`config.mk`:
```
export PLATFORM = sky130hd
export DESIGN_NAME = bitlet_prim_buffer_loader
export DESIGN_NICKNAME = d
export VERILOG_FILES = /design/src/rtl/bitlet_prim_buffer_loader_pkg.sv /design/src/rtl/bitlet_prim_mod_counter.sv /design/src/rtl/bitlet_prim_buffer_loader.sv
export SDC_FILE = /design/constraint.sdc
export NUM_CORES = 1
export LEC_CHECK = 0
export ABC_CLOCK_PERIOD_IN_PS = 2400
export CAP_MARGIN = 10
export CORE_MARGIN = 2
export CORE_UTILIZATION = 30
export CTS_CLUSTER_DIAMETER = 100
export DETAILED_ROUTE_END_ITERATION = 10
export PLACE_DENSITY = 0.69
export SYNTH_ARGS = -nofsm -noshare
export SYNTH_HDL_FRONTEND = slang
export SYNTH_SLANG_ARGS = --single-unit
```
`constraint.sdc`:
```
create_clock -name clk -period 2.4 [get_ports clk]
set_input_delay 0.72 -clock clk [delete_from_list [all_inputs] [get_ports clk]]
set_output_delay 0.72 -clock clk [all_outputs]
set_load 0.05 [all_outputs]
```
`src/rtl/bitlet_prim_buffer_loader_pkg.sv`:
```
// Shared helpers for the bitlet primitive buffer loader slice.
package bitlet_prim_buffer_loader_pkg;

    // Width of an index into an n-entry array, never narrower than one bit.
    function automatic int unsigned idx_width(input int unsigned n);
        return (n > 1) ? $clog2(n) : 1;
    endfunction

endpackage

```
`src/rtl/bitlet_prim_mod_counter.sv`:
```
// Modulo-N up-counter with enable and synchronous clear; wraps N-1 -> 0.
module bitlet_prim_mod_counter
    import bitlet_prim_buffer_loader_pkg::*;
#(
    parameter int unsigned N = 4,
    localparam int unsigned CW = idx_width(N)
) (
    input  logic          clk,
    input  logic          rst_n,
    input  logic          en,
    input  logic          clr,
    output logic [CW-1:0] count,
    output logic          last
);

    localparam logic [CW-1:0] LastVal = CW'(N - 1);

    assign last = (count == LastVal);

    // Count state; clear wins over enable, wrap keeps the index inside 0..N-1.
    always_ff @(posedge clk or negedge rst_n) begin
        if (!rst_n) begin
            count <= '0;
        end else if (clr) begin
            count <= '0;
        end else if (en) begin
            count <= last ? '0 : count + 1'b1;
        end
    end

endmodule

```
`src/rtl/bitlet_prim_buffer_loader.sv`:
```
// Streams N words into an N-entry buffer array, then holds the batch until taken.
module bitlet_prim_buffer_loader
    import bitlet_prim_buffer_loader_pkg::*;
#(
    parameter int unsigned N = 4,
    parameter int unsigned W = 16
) (
    input  logic                    clk,
    input  logic                    rst_n,
    input  logic                    flush,
    input  logic                    in_valid,
    output logic                    in_ready,
    input  logic [W-1:0]            in_data,
    output logic                    enw,
    output logic [idx_width(N)-1:0] sel,
    output logic [W-1:0]            DO,
    output logic                    batch_valid,
    input  logic                    batch_ready
);

    localparam int unsigned SW = idx_width(N);

    localparam logic [1:0] EncLoad   = 2'd0;
    localparam logic [1:0] EncCommit = 2'd1;
    localparam logic [1:0] EncHold   = 2'd2;

    typedef enum logic [1:0] {
        StLoad   = EncLoad,
        StCommit = EncCommit,
        StHold   = EncHold
    } state_e;

    state_e        state;
    logic [SW-1:0] count;
    logic          count_last;
    logic          hs;

    // Gated by rst_n so the upstream never sees ready while reset is held.
    assign in_ready = rst_n && (state == StLoad) && !flush;
    assign hs       = in_valid && in_ready;

    bitlet_prim_mod_counter #(
        .N (N)
    ) u_word_cnt (
        .clk   (clk),
        .rst_n (rst_n),
        .en    (hs),
        .clr   (flush),
        .count (count),
        .last  (count_last)
    );

    // Control FSM with registered write port and batch_valid; flush overrides everything.
    always_ff @(posedge clk or negedge rst_n) begin
        if (!rst_n) begin
            state       <= StLoad;
            enw         <= 1'b0;
            sel         <= '0;
            DO          <= '0;
            batch_valid <= 1'b0;
        end else if (flush) begin
            // sel/DO keep their values; array contents are left to be overwritten.
            state       <= StLoad;
            enw         <= 1'b0;
            batch_valid <= 1'b0;
        end else begin
            enw <= hs;
            if (hs) begin
                sel <= count;
                DO  <= in_data;
            end
            unique case (state)
                StLoad: begin
                    if (hs && count_last) begin
                        state <= StCommit;
                    end
                end
                StCommit: begin
                    state       <= StHold;
                    batch_valid <= 1'b1;
                end
                StHold: begin
                    if (batch_ready) begin
                        state       <= StLoad;
                        batch_valid <= 1'b0;
                    end
                end
                default: begin
                    state       <= StLoad;
                    batch_valid <= 1'b0;
                end
            endcase
        end
    end

endmodule

```
==> results_dict.tcl, run 1 <==
set metrics [dict create \
    start_util_pct 31.5 \
    die_w_um 60.6 \
    coreArea_um2 3050 \
    area_growth_pct 57.3 \
    fillers 303 \
    fin_util_pct 49.6 \
    die_y_um 60.6 \
    fin_nets 132 \
    p_per_area_nw_per_um2 752 \
    finalMaxSlewViolations 0 \
    leakagePower_nw 0.650 \
    cts_tree "built" \
    clock-sinks 24 \
    clk_pin_slew_ns 0.13 \
    crit_path_start_kind "flip-flop" \
    fin_ws_ns 0.188 \
    hold_violations 0 \
    diodes 0 \
    place_hpwl_um 1480 \
    grt_overflow 0 \
    drt-total-wl_um 1970 \
    path_buf_inv 1 \
    clockBufferDepth 2 \
    io_buffers 41 \
    ys_warn_count 0 \
    drive_gt1_share_pct 26.6 \
    io_pins 42 \
    syn_avg_cell_area_um2 15.5 \
    gp_congestion 0.724 \
    first_pass_iters 2 \
    p_clk_share_pct 18.6 \
    grt_pass1_vias 745 \
    layout_commonest_cell "clkdlybuf4s50_1" \
    final_cell_mix "clkdlybuf4s50_1 (38), dfrtp_1 (24), mux2_2 (17)" \
    h-tree-depth 1 \
    syn_nets 84 \
    finClkSkew_ns 0.00204 \
    setup_tns_ns 0 \
    grt_pass1_wl_um 3170 \
    via_per_inst 4.39 \
    initialDrtViolationCount 2 \
    syn_area_um2 962 \
    dieArea_um2 3680 \
    worst-setup-path-type "flip-flop to primary output" \
    worstSkewPairLatency_ns 0.31 \
    dpl.cell_count 149 \
    worst_setup_path_end_kind "primary output" \
    syn_inst 62 \
    antenna_found_initial 0 \
    worst_hold_path_type "flip-flop to flip-flop" \
    cts_hold_buf 0 \
    cap_violations 0 \
    seq_area_frac_synth_pct 62.4 \
    min_period_over_period_pct 92.2 \
    setup-violations-final 0 \
    pwr-share-seq_pct 42.9 \
    path_cells "clkdlybuf4s50_1" \
    crit_fanout 2 \
    required_ns 1.68 \
    finalPower_mw 1.14 \
    cts_root_buf "clkbuf_4" \
    dr_total_vias 671 \
    post-route-min-period_ns 2.21 \
    fmax_mhz 452 \
    cts_buffers 3 \
    ys_ff_latch 24 \
    critical_path.top_delay_family "buffers and inverters" \
    drc 0 \
    slowest_delay_ns 0.81 \
    worst_pin_slew_ns 0.510 \
    p_sw_share_pct 36.0 \
    rows 20 \
    ant_nets 0 \
    final_cells 153 \
    slew_headroom_pct 65.9 \
    preCtsSetupSlack_ns -0.0290 \
    grt_max_degree 26 \
    intPower_mw 0.728 \
    yosysUniqueCellTypes 15 \
    crit_slowest_cell "clkdlybuf4s50_1" \
    run_status "finished, final reports clean" \
    rsz0062_at_grt "no" \
    combPwrFrac_pct 38.5 \
    arrival_ns 1.49 \
    track_usage_pct 11.9 \
    avgRoutedWirePerCell_um 12.8 \
    switching_power_mw 0.410 \
    ir_drop_uv 308 \
]
==> power by group through the flow <==
| stage | clock (mW) | sequential [mW] | combinational, mW |
|---|---|---|---|
| after floorplan | 0 | 0.693 | 0.0694 |
| after global placement | 0 | 0.494 | 0.438 |
| after detailed placement | 0 | 0.499 | 0.443 |
| after CTS | 0.222 | 0.491 | 0.444 |
| after global routing | 0.241 | 0.497 | 0.458 |
| final | 0.211 | 0.489 | 0.438 |
==> through the flow <==
| stage | hold WS, ns | area, µm² |
|---|---|---|
| after floorplan | 0.424 | 977 |
| after global placement | 0.469 | 1470 |
| after detailed placement | 0.479 | 1470 |
| after CTS | 0.510 | 1510 |
| after global routing | 0.534 | 1510 |
| final | 0.500 | 1510 |
==> synth_stat cells <==
cell / instances / share of area, %
mux2_1: 1 / 1.2
nor3_1: 1 / 0.52
ha_1: 1 / 1.3
mux2i_1: 3 / 3.1
buf_6: 2 / 2.3
nor2b_1: 1 / 0.65
nand3b_1: 1 / 0.78
dfrtp_1: 24 / 62
mux2_2: 17 / 20
nor2_1: 6 / 2.3
nor4_4: 1 / 2.2
nand2_1: 1 / 0.39
and4bb_2: 1 / 1.3
nor4b_1: 1 / 0.91
and3_1: 1 / 0.65
==> worst register-to-register path, cell delays in order (launching register included) <==
cell and delay, ns:
dfrtp_1 0.49, nor4_4 0.34, buf_12 0.21, mux2_2 0.35
==> layout make-up <==
cell class	count	area, µm²	share of cell area [%]
multi-input cells	36	354	23.4
flip-flops and latches	24	601	39.7
clock buffers	4	36.3	2.40
repair buffers	45	468	30.9
well taps	44	55.1	3.64
==> repair_timing <==
action                     CTS  global route
setup endpoints to repair    1             1
gates resized for setup      0             2
pin swaps                    1             1
setup buffers                0             0
==> sequential cells by signal, summed over array words and instances, names as in the netlist <==
signal and flops:
enw 1, sel 2, batch_valid 1, u_word_cnt.count 2
DO 16, state 2
==> worst paths after layout <==
path | startpoint | to | slack (ns) | depth (start not counted)
worst max-delay path | DO[6] | DO[6] | 0.19 | 1
worst min-delay path | DO[12] | DO[12] | 0.50 | 1
worst max register to register | state[0] | DO[6] | 0.92 | 3
worst min register to register | DO[12] | DO[12] | 0.50 | 1
max in group asynchronous | rst_n | DO[13] | 1.65 | 3
min in group asynchronous | rst_n | enw | 0.52 | 3
==> logic make-up after synthesis <==
family / share of synthesized area (%)
flip-flops: 62.4
adder cells (fa/ha/maj): 1.30
buffers and inverters: 2.34
AND/OR/NAND/NOR: 9.75
multiplexers: 24.2
==> routing by layer <==
layer,track usage [%],share of wire [%],wire [µm],up-vias
met5,0,0,0,-
li1,-,-,-,311
met4,6.52,1.4,27,0
met1,11.6,38,754,330
met3,1.49,6.2,122,2
met2,23.5,54,1060,28
Power figures use the tool's default switching activity.
==> run 2: changes to the inputs <==
--- a/config.mk
+++ b/config.mk
@@ -12,6 +12,7 @@
 export CTS_CLUSTER_DIAMETER = 100
 export DETAILED_ROUTE_END_ITERATION = 10
 export PLACE_DENSITY = 0.69
+export RECOVER_POWER = 50
 export SYNTH_ARGS = -nofsm -noshare
 export SYNTH_HDL_FRONTEND = slang
 export SYNTH_SLANG_ARGS = --single-unit
==> results_dict.tcl, run 2 (synthesized netlist as in run 1, its figures left out) <==
set metrics [dict create \
    run_status "finished, final reports clean" \
    fillers 306 \
    gp_congestion 0.724 \
    grt_overflow 0 \
    clk_pin_slew_ns 0.13 \
    first_pass_iters 2 \
    rows 20 \
    cts_buffers 3 \
    finalMaxSlewViolations 0 \
    antenna_found_initial 0 \
    top_register "DO" \
    dr_total_vias 670 \
    largest_reg_flops 16 \
    fmax_mhz 452 \
    cts_tree "built" \
    start_util_pct 31.5 \
    drt-total-wl_um 1970 \
    worst_hold_path_type "flip-flop to flip-flop" \
    rsz0062_at_grt "no" \
    p_sw_share_pct 36.0 \
    cap_violations 0 \
    finClkSkew_ns 0.00250 \
    p_clk_share_pct 18.6 \
    crit_slowest_cell "clkdlybuf4s50_1" \
    regArea_um2 601 \
    diodes 0 \
    io_buffers 41 \
    track_usage_pct 11.9 \
    fin_ws_ns 0.188 \
    switching_power_mw 0.409 \
    ir_drop_uv 308 \
    cts_hold_buf 0 \
    clock-sinks 24 \
    initialDrtViolationCount 2 \
    via_per_inst 4.38 \
    slowest_delay_ns 0.81 \
    slew_headroom_pct 66.1 \
    ant_nets 0 \
    cts_setup_buffers 0 \
    grt_pass1_wl_um 3170 \
    avgRoutedWirePerCell_um 12.9 \
    critical_path.top_delay_family "buffers and inverters" \
    crit_fanout 2 \
    coreArea_um2 3050 \
    grt_max_degree 26 \
    worstSkewPairLatency_ns 0.31 \
    worst-setup-path-type "flip-flop to primary output" \
    drive_gt1_share_pct 25.7 \
    die_w_um 60.6 \
    arrival_ns 1.49 \
    grt_pass1_vias 745 \
    setup-violations-final 0 \
    p_per_area_nw_per_um2 759 \
    place_hpwl_um 1480 \
    layout_commonest_cell "clkdlybuf4s50_1" \
    path_cells "clkdlybuf4s50_1" \
    die_y_um 60.6 \
    multi_input_area_um2 339 \
    path_buf_inv 1 \
    h-tree-depth 1 \
    final_cell_mix "clkdlybuf4s50_1 (36), dfrtp_1 (24), mux2_2 (17)" \
    clockBufferDepth 2 \
    pwr-share-seq_pct 43.0 \
    hold_violations 0 \
    leakagePower_nw 0.639 \
    drc 0 \
    fin_nets 132 \
    crit_path_start_kind "flip-flop" \
    cts_root_buf "clkbuf_4" \
    area_growth_pct 55.5 \
    min_period_over_period_pct 92.2 \
    io_pins 42 \
    worst_pin_slew_ns 0.506 \
    fin_util_pct 49.0 \
    worst_setup_path_end_kind "primary output" \
    dieArea_um2 3680 \
    intPower_mw 0.727 \
    post-route-min-period_ns 2.21 \
    preCtsSetupSlack_ns -0.0290 \
    required_ns 1.68 \
    combPwrFrac_pct 38.4 \
]
==> run 2: cell types whose count changed in the layout (fill, tap and decap cells not counted), sizes merged <==
cell / previous run / this run
buf: 5 / 4
dlymetal6s2s: 2 / 1
dlygate4sd3: 0 / 2
clkdlybuf4s25: 0 / 1
clkbuf: 4 / 5
clkdlybuf4s50: 38 / 36
==> run 2: path summary, 6_finish.rpt <==
kind / startpoint / endpoint / slack, ns / depth (start not counted)
max in group asynchronous: rst_n / DO[3] / 1.49 / 3
max reg2reg: state[0] / DO[6] / 0.77 / 3
min in group asynchronous: rst_n / enw / 0.69 / 3
min: DO[12] / DO[12] / 0.50 / 1
max: DO[6] / DO[6] / 0.19 / 1
min reg2reg: DO[12] / DO[12] / 0.50 / 1
==> run 2: per-layer routing <==
layer  track usage [%]  wire [µm]
met1              11.6        756
met2              23.5       1060
met3              1.49        122
met4              6.52         27
met5                 0          0
==> run 2: layout make-up <==
type | instances | share of cell area (%)
Clock buffer | 4 | 2.42
Multi-Input combinational cell | 36 | 22.7
Sequential cell | 24 | 40.1
Tap cell | 44 | 3.68
Timing Repair Buffer | 45 | 31.1
==> run 2: metrics by stage <==
| stage | setup TNS (ns) | power [mW] | instance area (µm²) | hold WS [ns] | std cells |
|---|---|---|---|---|---|
| CTS | 0 | 1.16 | 1510 | 0.510 | 153 |
| detailed placement | -0.0290 | 0.942 | 1470 | 0.479 | 149 |
| finish | 0 | 1.14 | 1500 | 0.500 | 153 |
| global route | 0 | 1.19 | 1500 | 0.534 | 153 |
| global placement | -0.0113 | 0.933 | 1470 | 0.469 | 149 |
| floorplan | 0 | 0.763 | 977 | 0.424 | 62 |
==> run 2: power groups by stage <==
stage	Combinational, mW	Clock, mW	Sequential, mW
final	0.436	0.211	0.489
after global routing	0.456	0.241	0.497
after CTS	0.444	0.222	0.491
after detailed placement	0.443	0	0.499
after global placement	0.438	0	0.494
after floorplan	0.0694	0	0.693
==> run 2: what timing repair did <==
| item | CTS | global route |
|---|---|---|
| pin swaps | 1 | 1 |
| gates cloned | 0 | 0 |
| endpoints found under the setup margin | 1 | 1 |
| gates resized for setup | 0 | 2 |
